$ cat config.mk
export PLATFORM = sky130hd
export DESIGN_NAME = mem_stage_sram_flat
export DESIGN_NICKNAME = d
export VERILOG_FILES = /design/src/rtl/mem_stage_sram_if.sv /design/src/rtl/mem_stage_sram.sv /design/src/flat_wrapper.sv
export SDC_FILE = /design/constraint.sdc
export NUM_CORES = 1
export LEC_CHECK = 0
export ABC_AREA = 1
export BUFFER_PORTS_ARGS = -buffer_cell sky130_fd_sc_hd__buf_2
export CAP_MARGIN = 20
export CORE_UTILIZATION = 47
export CTS_CLUSTER_SIZE = 30
export DETAILED_ROUTE_END_ITERATION = 6
export PLACE_DENSITY = 0.86
export SLEW_MARGIN = 40
export SYNTH_ARGS = -nofsm -noshare
export SYNTH_HDL_FRONTEND = slang
export SYNTH_SLANG_ARGS = --single-unit
$ cat constraint.sdc
create_clock -name clk -period 2.4 [get_ports clk]
set_input_delay 0.12 -clock clk [delete_from_list [all_inputs] [get_ports clk]]
set_output_delay 0.12 -clock clk [all_outputs]
set_load 0.1 [all_outputs]
$ cat src/rtl/mem_stage_sram_if.sv
// Bus bundle for the memory stage: EXE/MEM inputs, MEM/WB outputs and the
// 16-bit asynchronous SRAM pins.
interface mem_stage_sram_if;
    logic        WB_en_in;
    logic        MEM_R_EN_in;
    logic        MEM_W_EN_in;
    logic [31:0] ALU_result_in;
    logic [31:0] ST_val_in;
    logic [3:0]  Dest_in;

    logic        WB_en;
    logic        MEM_R_EN;
    logic [31:0] ALU_result;
    logic [31:0] Mem_read_value;
    logic [3:0]  Dest;
    logic        ready;

    logic [17:0] SRAM_ADDR;
    logic [15:0] SRAM_DQ_out;
    logic        SRAM_DQ_oe;
    logic [15:0] SRAM_DQ_in;
    logic        SRAM_WE_N;

    // The master side is the surrounding pipeline plus the SRAM pad.
    modport master (
        output WB_en_in, MEM_R_EN_in, MEM_W_EN_in, ALU_result_in, ST_val_in, Dest_in,
        output SRAM_DQ_in,
        input  WB_en, MEM_R_EN, ALU_result, Mem_read_value, Dest, ready,
        input  SRAM_ADDR, SRAM_DQ_out, SRAM_DQ_oe, SRAM_WE_N
    );

    modport slave (
        input  WB_en_in, MEM_R_EN_in, MEM_W_EN_in, ALU_result_in, ST_val_in, Dest_in,
        input  SRAM_DQ_in,
        output WB_en, MEM_R_EN, ALU_result, Mem_read_value, Dest, ready,
        output SRAM_ADDR, SRAM_DQ_out, SRAM_DQ_oe, SRAM_WE_N
    );
endinterface

$ cat src/rtl/mem_stage_sram.sv
// Pipeline memory stage: 32-bit word loads/stores split into two 16-bit
// half-accesses on an asynchronous SRAM, stalling the pipeline via ready.
module mem_stage_sram #(
    parameter logic [31:0] BASE_ADDR   = 32'd1024,
    parameter int          WAIT_CYCLES = 5
) (
    input  logic             clk,
    input  logic             rst,
    mem_stage_sram_if.slave  bus
);
    localparam int            CW   = (WAIT_CYCLES > 1) ? $clog2(WAIT_CYCLES) : 1;
    localparam logic [CW-1:0] LAST = CW'(WAIT_CYCLES - 1);

    typedef enum logic [1:0] {IDLE, LOW, HIGH, DONE} state_t;

    state_t        state, state_next;
    logic [CW-1:0] cnt, cnt_next;
    logic [31:0]   rdata;
    logic [17:0]   addr_hold;
    logic [17:0]   addr_cur;
    logic [31:0]   offset;
    logic [17:0]   addr_lo, addr_hi;
    logic          req, is_write, last, active;
    logic          unused_offset_bits;

    assign req      = bus.MEM_R_EN_in | bus.MEM_W_EN_in;
    assign is_write = bus.MEM_W_EN_in;
    assign offset   = bus.ALU_result_in - BASE_ADDR;
    assign addr_lo  = {offset[18:2], 1'b0};
    assign addr_hi  = {offset[18:2], 1'b1};
    assign last     = (cnt == LAST);
    assign active   = (state == LOW) || (state == HIGH);
    assign unused_offset_bits = ^{offset[31:19], offset[1:0]};

    always_ff @(posedge clk or posedge rst) begin
        if (rst) begin
            state <= IDLE;
            cnt   <= '0;
        end else begin
            state <= state_next;
            cnt   <= cnt_next;
        end
    end

    always_comb begin
        state_next = state;
        cnt_next   = cnt;
        case (state)
            IDLE: if (req) begin
                state_next = LOW;
                cnt_next   = '0;
            end
            LOW: if (last) begin
                state_next = HIGH;
                cnt_next   = '0;
            end else begin
                cnt_next = cnt + CW'(1);
            end
            HIGH: if (last) begin
                state_next = DONE;
                cnt_next   = '0;
            end else begin
                cnt_next = cnt + CW'(1);
            end
            DONE:    state_next = IDLE;
            default: state_next = IDLE;
        endcase
    end

    // WE_N rises on the final cycle of each phase so address and data are held past the strobe.
    always_comb begin
        addr_cur        = addr_hold;
        bus.SRAM_DQ_out = bus.ST_val_in[15:0];
        bus.SRAM_DQ_oe  = 1'b0;
        bus.SRAM_WE_N   = 1'b1;
        if (state == LOW) begin
            addr_cur = addr_lo;
        end else if (state == HIGH) begin
            addr_cur        = addr_hi;
            bus.SRAM_DQ_out = bus.ST_val_in[31:16];
        end
        if (active && is_write) begin
            bus.SRAM_DQ_oe = 1'b1;
            bus.SRAM_WE_N  = last;
        end
    end

    assign bus.SRAM_ADDR = addr_cur;

    always_ff @(posedge clk or posedge rst) begin
        if (rst) begin
            addr_hold <= '0;
            rdata     <= '0;
        end else begin
            if (active) begin
                addr_hold <= addr_cur;
            end
            if (!is_write && last && state == LOW) begin
                rdata[15:0] <= bus.SRAM_DQ_in;
            end
            if (!is_write && last && state == HIGH) begin
                rdata[31:16] <= bus.SRAM_DQ_in;
            end
        end
    end

    assign bus.ready          = !(req && state != DONE);
    assign bus.WB_en          = bus.WB_en_in & bus.ready;
    assign bus.MEM_R_EN       = bus.MEM_R_EN_in;
    assign bus.ALU_result     = bus.ALU_result_in;
    assign bus.Dest           = bus.Dest_in;
    assign bus.Mem_read_value = rdata;
endmodule

$ cat src/flat_wrapper.sv
// flat-port wrapper written by rule: the top's interface ports become plain ports
module mem_stage_sram_flat 
#(
    parameter logic [31:0] BASE_ADDR   = 32'd1024,
    parameter int          WAIT_CYCLES = 5
)
  (clk, rst, bus_WB_en_in, bus_MEM_R_EN_in, bus_MEM_W_EN_in, bus_ALU_result_in, bus_ST_val_in, bus_Dest_in, bus_SRAM_DQ_in, bus_WB_en, bus_MEM_R_EN, bus_ALU_result, bus_Mem_read_value, bus_Dest, bus_ready, bus_SRAM_ADDR, bus_SRAM_DQ_out, bus_SRAM_DQ_oe, bus_SRAM_WE_N);
  mem_stage_sram_if bus_i ();
  input  logic clk;
  input  logic rst;
  input wire logic [$bits(bus_i.WB_en_in)-1:0] bus_WB_en_in;
  input wire logic [$bits(bus_i.MEM_R_EN_in)-1:0] bus_MEM_R_EN_in;
  input wire logic [$bits(bus_i.MEM_W_EN_in)-1:0] bus_MEM_W_EN_in;
  input wire logic [$bits(bus_i.ALU_result_in)-1:0] bus_ALU_result_in;
  input wire logic [$bits(bus_i.ST_val_in)-1:0] bus_ST_val_in;
  input wire logic [$bits(bus_i.Dest_in)-1:0] bus_Dest_in;
  input wire logic [$bits(bus_i.SRAM_DQ_in)-1:0] bus_SRAM_DQ_in;
  output wire logic [$bits(bus_i.WB_en)-1:0] bus_WB_en;
  output wire logic [$bits(bus_i.MEM_R_EN)-1:0] bus_MEM_R_EN;
  output wire logic [$bits(bus_i.ALU_result)-1:0] bus_ALU_result;
  output wire logic [$bits(bus_i.Mem_read_value)-1:0] bus_Mem_read_value;
  output wire logic [$bits(bus_i.Dest)-1:0] bus_Dest;
  output wire logic [$bits(bus_i.ready)-1:0] bus_ready;
  output wire logic [$bits(bus_i.SRAM_ADDR)-1:0] bus_SRAM_ADDR;
  output wire logic [$bits(bus_i.SRAM_DQ_out)-1:0] bus_SRAM_DQ_out;
  output wire logic [$bits(bus_i.SRAM_DQ_oe)-1:0] bus_SRAM_DQ_oe;
  output wire logic [$bits(bus_i.SRAM_WE_N)-1:0] bus_SRAM_WE_N;
  assign bus_i.WB_en_in = bus_WB_en_in;
  assign bus_i.MEM_R_EN_in = bus_MEM_R_EN_in;
  assign bus_i.MEM_W_EN_in = bus_MEM_W_EN_in;
  assign bus_i.ALU_result_in = bus_ALU_result_in;
  assign bus_i.ST_val_in = bus_ST_val_in;
  assign bus_i.Dest_in = bus_Dest_in;
  assign bus_i.SRAM_DQ_in = bus_SRAM_DQ_in;
  assign bus_WB_en = bus_i.WB_en;
  assign bus_MEM_R_EN = bus_i.MEM_R_EN;
  assign bus_ALU_result = bus_i.ALU_result;
  assign bus_Mem_read_value = bus_i.Mem_read_value;
  assign bus_Dest = bus_i.Dest;
  assign bus_ready = bus_i.ready;
  assign bus_SRAM_ADDR = bus_i.SRAM_ADDR;
  assign bus_SRAM_DQ_out = bus_i.SRAM_DQ_out;
  assign bus_SRAM_DQ_oe = bus_i.SRAM_DQ_oe;
  assign bus_SRAM_WE_N = bus_i.SRAM_WE_N;
  mem_stage_sram #(.BASE_ADDR(BASE_ADDR), .WAIT_CYCLES(WAIT_CYCLES)) u_core (.clk(clk), .rst(rst), .bus(bus_i));
endmodule
Yosys cells after proc, flatten, opt, wreduce, memory -nomap -nowiden
Cells that the tools add are included.
{"block": "totals", "elab_cells": 43, "in_bits": 89, "output_inout_bits": 107, "register_bits": 55}
{"block": "classes", "muxes": 13, "n_eq_ne": 8, "bitwise": 2, "addsub": 2, "reduce_logical": 13}
{"op": "$mux 18", "n": 2}
{"op": "$mux 16", "n": 2}
{"op": "$sub 19x11->19 const B", "n": 1}
{"op": "$pmux 2 s4", "n": 1}
{"op": "$mux 2", "n": 3}
{"op": "$mux 3", "n": 2}
{"op": "$ne 2x1->1 const B", "n": 3}
{"op": "$pmux 3 s2", "n": 1}
{"op": "$logic_and 1x1->1", "n": 5}
{"op": "$eq 2x2->1 const B", "n": 2}
{"op": "$add 3x1->3 const B", "n": 1}
{"op": "$eq 3x3->1 const B", "n": 1}
{"op": "$reduce_and 3->1", "n": 1}
{"op": "$eq 2x1->1 const B", "n": 1}
{"op": "$logic_not 1->1", "n": 2}
{"op": "$logic_not 2->1", "n": 1}
{"op": "$mux 1", "n": 2}
{"op": "$ne 2x2->1 const B", "n": 1}
{"op": "$reduce_and 2->1", "n": 1}
{"op": "$reduce_bool 2->1", "n": 1}
{"op": "$reduce_or 2->1", "n": 1}
{"op": "$and 1x1->1", "n": 1}
{"op": "$logic_or 1x1->1", "n": 1}
{"op": "$or 1x1->1", "n": 1}

Logic depth before layout (Yosys ltp)
{"block": "depth", "ltp_word": 4, "mapped_depth": 9, "ltp_nobuf": 8}

Worst setup path before layout
Ideal clock, no wire load.
{"block": "synth_path", "kind": "reg2reg", "from": "register u_core.state[0]", "to": "register u_core.addr_hold[9]", "synth_period_minus_slack_ns": 3.256, "t_arrival_ns": 3.181, "path_buffers": 0, "path_stages_with_launch": 7, "t_required_ns": 2.325, "slack_ns": -0.856, "setup_ns": 0.075, "path_cell_list": "dfrtp_1 > inv_1 > ha_1 > nor2_2 > o21ai_0 > nand2_1 > nand2_1"}
{"block": "synth_between", "elab_chain_cells": 3, "word_cells_on_any_way": 5, "cone_classes": "2 x eq/ne; 2 x mux; 1 x reduce/logical"}
{"element": "start: declaration", "line": "mem_stage_sram.sv:16", "rtl": "state_t state, state_next;"}
{"element": "start signal: assignment", "line": "mem_stage_sram.sv:40", "rtl": "state <= state_next;"}
{"element": "$eq 2x2->1", "line": "mem_stage_sram.sv:78", "rtl": "end else if (state == HIGH) begin"}
{"element": "$mux 18", "line": "mem_stage_sram.sv:78"}
{"element": "$mux 18 (*)", "line": "mem_stage_sram.sv:76", "rtl": "if (state == LOW) begin"}
{"element": "named net bus_SRAM_ADDR[9]", "line": "flat_wrapper.sv:24", "rtl": "output wire logic [$bits(bus_i.SRAM_ADDR)-1:0] bus_SRAM_ADDR;"}
{"element": "end signal: assignment", "line": "mem_stage_sram.sv:96", "rtl": "addr_hold <= addr_cur;"}
{"element": "end: declaration", "line": "mem_stage_sram.sv:19", "rtl": "logic [17:0] addr_hold;"}
The timed path passes the listed nets; every way through them passes the cells marked *.
A chain may end at the register's enable or synchronous reset.

Worst setup path in the final report
{"block": "layout_path", "from": "register u_core.state[0]", "to": "output port bus_SRAM_ADDR[13]"}
{"block": "layout_between", "elab_chain_cells": 3, "word_cells_on_any_way": 4, "cone_classes": "2 x eq/ne; 2 x mux"}
{"element": "$eq 2x2->1", "line": "mem_stage_sram.sv:78"}
{"element": "$mux 18", "line": "mem_stage_sram.sv:78"}
{"element": "$mux 18 (*)", "line": "mem_stage_sram.sv:76"}
{"element": "end: declaration", "line": "flat_wrapper.sv:24"}
Mark *: on every way between the ends. The rest lies on a longest branch, timed or not.

==> summary.txt <==
Setup path
  • Req. time, crit path: 2.28 ns
  • RR Endpoint: u_core.cnt[2]
  • Slack of the worst reg-to-reg path: 0.46 ns
  • Crit-path max FO: 30
  • CP endpoint kind: output port
  • Critical path class: flop to output port
  • Setup crit start kind: flop
  • R2R cell count: 6
  • Crit path DAT: 2.12 ns
  • FF-to-FF Start: u_core.state[0]

STA
  • WHS: 0.06133 ns
  • Fin crit share: 93.52%
  • RSZ-0062 raised after global routing: no
  • Worst-Margin Slew: 0.5074 ns
  • Hold Vio Cnt, Final: 0
  • Final Max Slew Viols: 0
  • Fmax: 0.4455 GHz
  • Slew margin rel.: 66.40%
  • Worst clock skew: 0.009322 ns
  • Final min period: 2.244 ns
  • Final Setup Violations: 0
  • Post-route setup TNS: 0 ns

Route
  • Initial DRC count: 133
  • Vias: 2,858
  • Final ANT Viol Nets: 0
  • # DRC: 29
  • Routed WL per cell: 12.99 um
  • Via density: 4.902
  • WL final: 7576 um
  • First-pass DRT Iterations: 7

Clock network
  • CTS tree: done
  • Clock Tree Buf Depth: 2
  • CTS root buffer: clkbuf_8
  • Postcts setup bufs: 0
  • Num CTS Buffers: 5
  • Reg clk slew, reported paths: 0.10 ns
  • Clk Latency, worst-skew pair: 0.31 ns
  • # clock sinks: 55
  • CTS HTree Levels: 2

Global routing
  • First-pass GRT wire length: 11,920 um
  • GRT Overall Usage: 21.23%
  • Vias in the first global route: 2,734
  • Initial antenna violation count: 0
  • Pin count of the biggest net entering global routing: 56
  • Grt total ovfl: 0

Synthesis
  • Sequential share of the synthesized area: 43.55%
  • Post-synth EDFFs: 0
  • Most frequent cells after synthesis: 92 x nand2_1, 55 x dfrtp_1, 51 x inv_1, 51 x o21ai_0, 37 x buf_4
  • Top cells by area, synth: dfrtp_1 44%, nand2_1 11%, buf_4 8.8%
  • Syn avg cell area: 8.188 um2
  • Yosys top cell area share: 43.55%
  • Count leader, synth: nand2_1
  • YS warnings: 0
  • Synth Cell Area: 0.003161 mm2
  • Mapped Cells: 386
  • Syn_nets: 483
  • Seq cells post-synth: 55
  • Asr flop ratio synth: 100.0%
  • Largest area contributor in the netlist: dfrtp_1
  • Yosys cell types: 28
  • Primary FF master, synth: dfrtp_1

Floorplanning
  • Row count: 29
  • I/O pins: 196
  • Die ar.: 0.007057 mm2
  • Initial Util: 49.21%
  • Core area: 0.006422 mm2
  • Die width: 84.01 um
  • Die Ht: 84.01 um

Cells and area
  • Syn-to-layout area delta: 30.48%
  • Post-layout util: 64.21%
  • Multi-input gate area: 0.001244 mm2
  • Layout cell share with drive strength beyond 1: 38.93%
  • Antenna diodes: 0
  • Layout net count: 602
  • Filler cells: 545
  • Seq. cell area: 0.001376 mm2
  • Non-Filler Instances: 583

Worst hold path
  • Hold path depth: 3
  • Hold wc startpoint: bus_SRAM_DQ_in[4]
  • Worst min-delay path category: input pin to flop
  • Hold Path End: u_core.bus.Mem_read_value[4]

Outcome
  • Failing checks: design-rule violations
  • Status: finished with violations

Place
  • Port Buffers: 157
  • Post-placement cell count: 574
  • GPL Wtd Cong: 0.9462
  • Detailed Place HPWL: 5887 um

Run
  • Max Cap Violations: 0
## critical path: stages (launching register included)
cell and delay [ns]:
dfrtp_1 0.42, inv_1 0.13, ha_1 0.27, nor2_2 0.09, inv_4 0.24, or2_1 0.15, nand2_1 0.06, inv_1 0.05
buf_2 0.41
## logic make-up (layout without fill, tap and decap cells)
| group | count (synthesis) | count (layout) | share of synthesized area, % |
|---|---|---|---|
| compound gates | 69 | 69 | 11.12 |
| simple gates | 132 | 132 | 17.26 |
| flops | 55 | 55 | 43.55 |
| buf+inv | 105 | 225 | 17.74 |
| mux | 16 | 16 | 6.888 |
| fa+ha+maj | 8 | 8 | 3.167 |
| xor+xnor | 1 | 1 | 0.2772 |
## final cells by class
cell class              count  area share (%)
flip-flops and latches     55           33.37
multi-input cells         226           30.16
repair buffers            164           27.03
inverters                  53           4.885
well taps                  77           2.336
clock buffers               5           1.669
clock inverters             3          0.5461
## metal layers
metal / up-vias / global-route usage [%] / wire length, um
met5: - / 0 / 0
met4: 0 / 8.621 / 162
met3: 16 / 6.330 / 680
met2: 135 / 38.38 / 3859
met1: 1294 / 23.09 / 2874
li1: 1413 / - / -
## worst max path at each step
| stage | startpoint | end | depth (start not counted) | slack (ns) |
|---|---|---|---|---|
| 5_1_grt | u_core.state[0] | bus_SRAM_ADDR[13] | 8 | 0.002 |
| 2_1_floorplan | u_core.state[0] | u_core.addr_hold[1] | 8 | -0.36 |
| 3_5_place_dp | u_core.state[0] | bus_SRAM_ADDR[11] | 7 | 0.31 |
| 4_1_cts | u_core.state[0] | bus_SRAM_DQ_out[0] | 7 | 0.04 |
| 3_3_place_gp | u_core.state[0] | bus_SRAM_ADDR[11] | 7 | 0.41 |
| 6_report | u_core.state[0] | bus_SRAM_ADDR[13] | 8 | 0.16 |
## per-stage QoR
stage	instance area, um2	setup slack (ns)
floorplan	3178	-0.3628
global placement	3996	0.4076
detailed placement	3996	0.3113
CTS	4108	0.03773
global route	4124	0.002425
finish	4124	0.1555
## registers in the layout, indices dropped and copies added (netlist names)
name / flops
u_core.addr_hold: 18
u_core.bus.Mem_read_value: 32
u_core.cnt: 3
u_core.state: 2
## what timing repair did
action	4_1_cts	5_1_grt
endpoints found under the setup margin	6	16
hold buffers	1	0
gates resized for setup	4	6
pin swaps	0	0
endpoints found under the hold margin	55	0
## cell usage in the layout, fill, tap and decap left out, types with 2 or more instances in the layout
cell type,instances
buf_2,134
nand2_1,91
dfrtp_1,55
inv_1,50
o21ai_0,49
buf_12,17
nand3_1,15
nor2_1,12
o21ai_1,10
mux2_4,10
ha_1,8
buf_4,7
or2_1,6
mux2_2,5
clkbuf_8,5
clkbuf_4,4
o21ai_2,3
a21oi_1,3
o21a_1,2
inv_2,2
and2_1,2
Power is left out: the tool's default activity adds up to more than one toggle a clock period on the data nets, which glitch-free logic cannot reach.
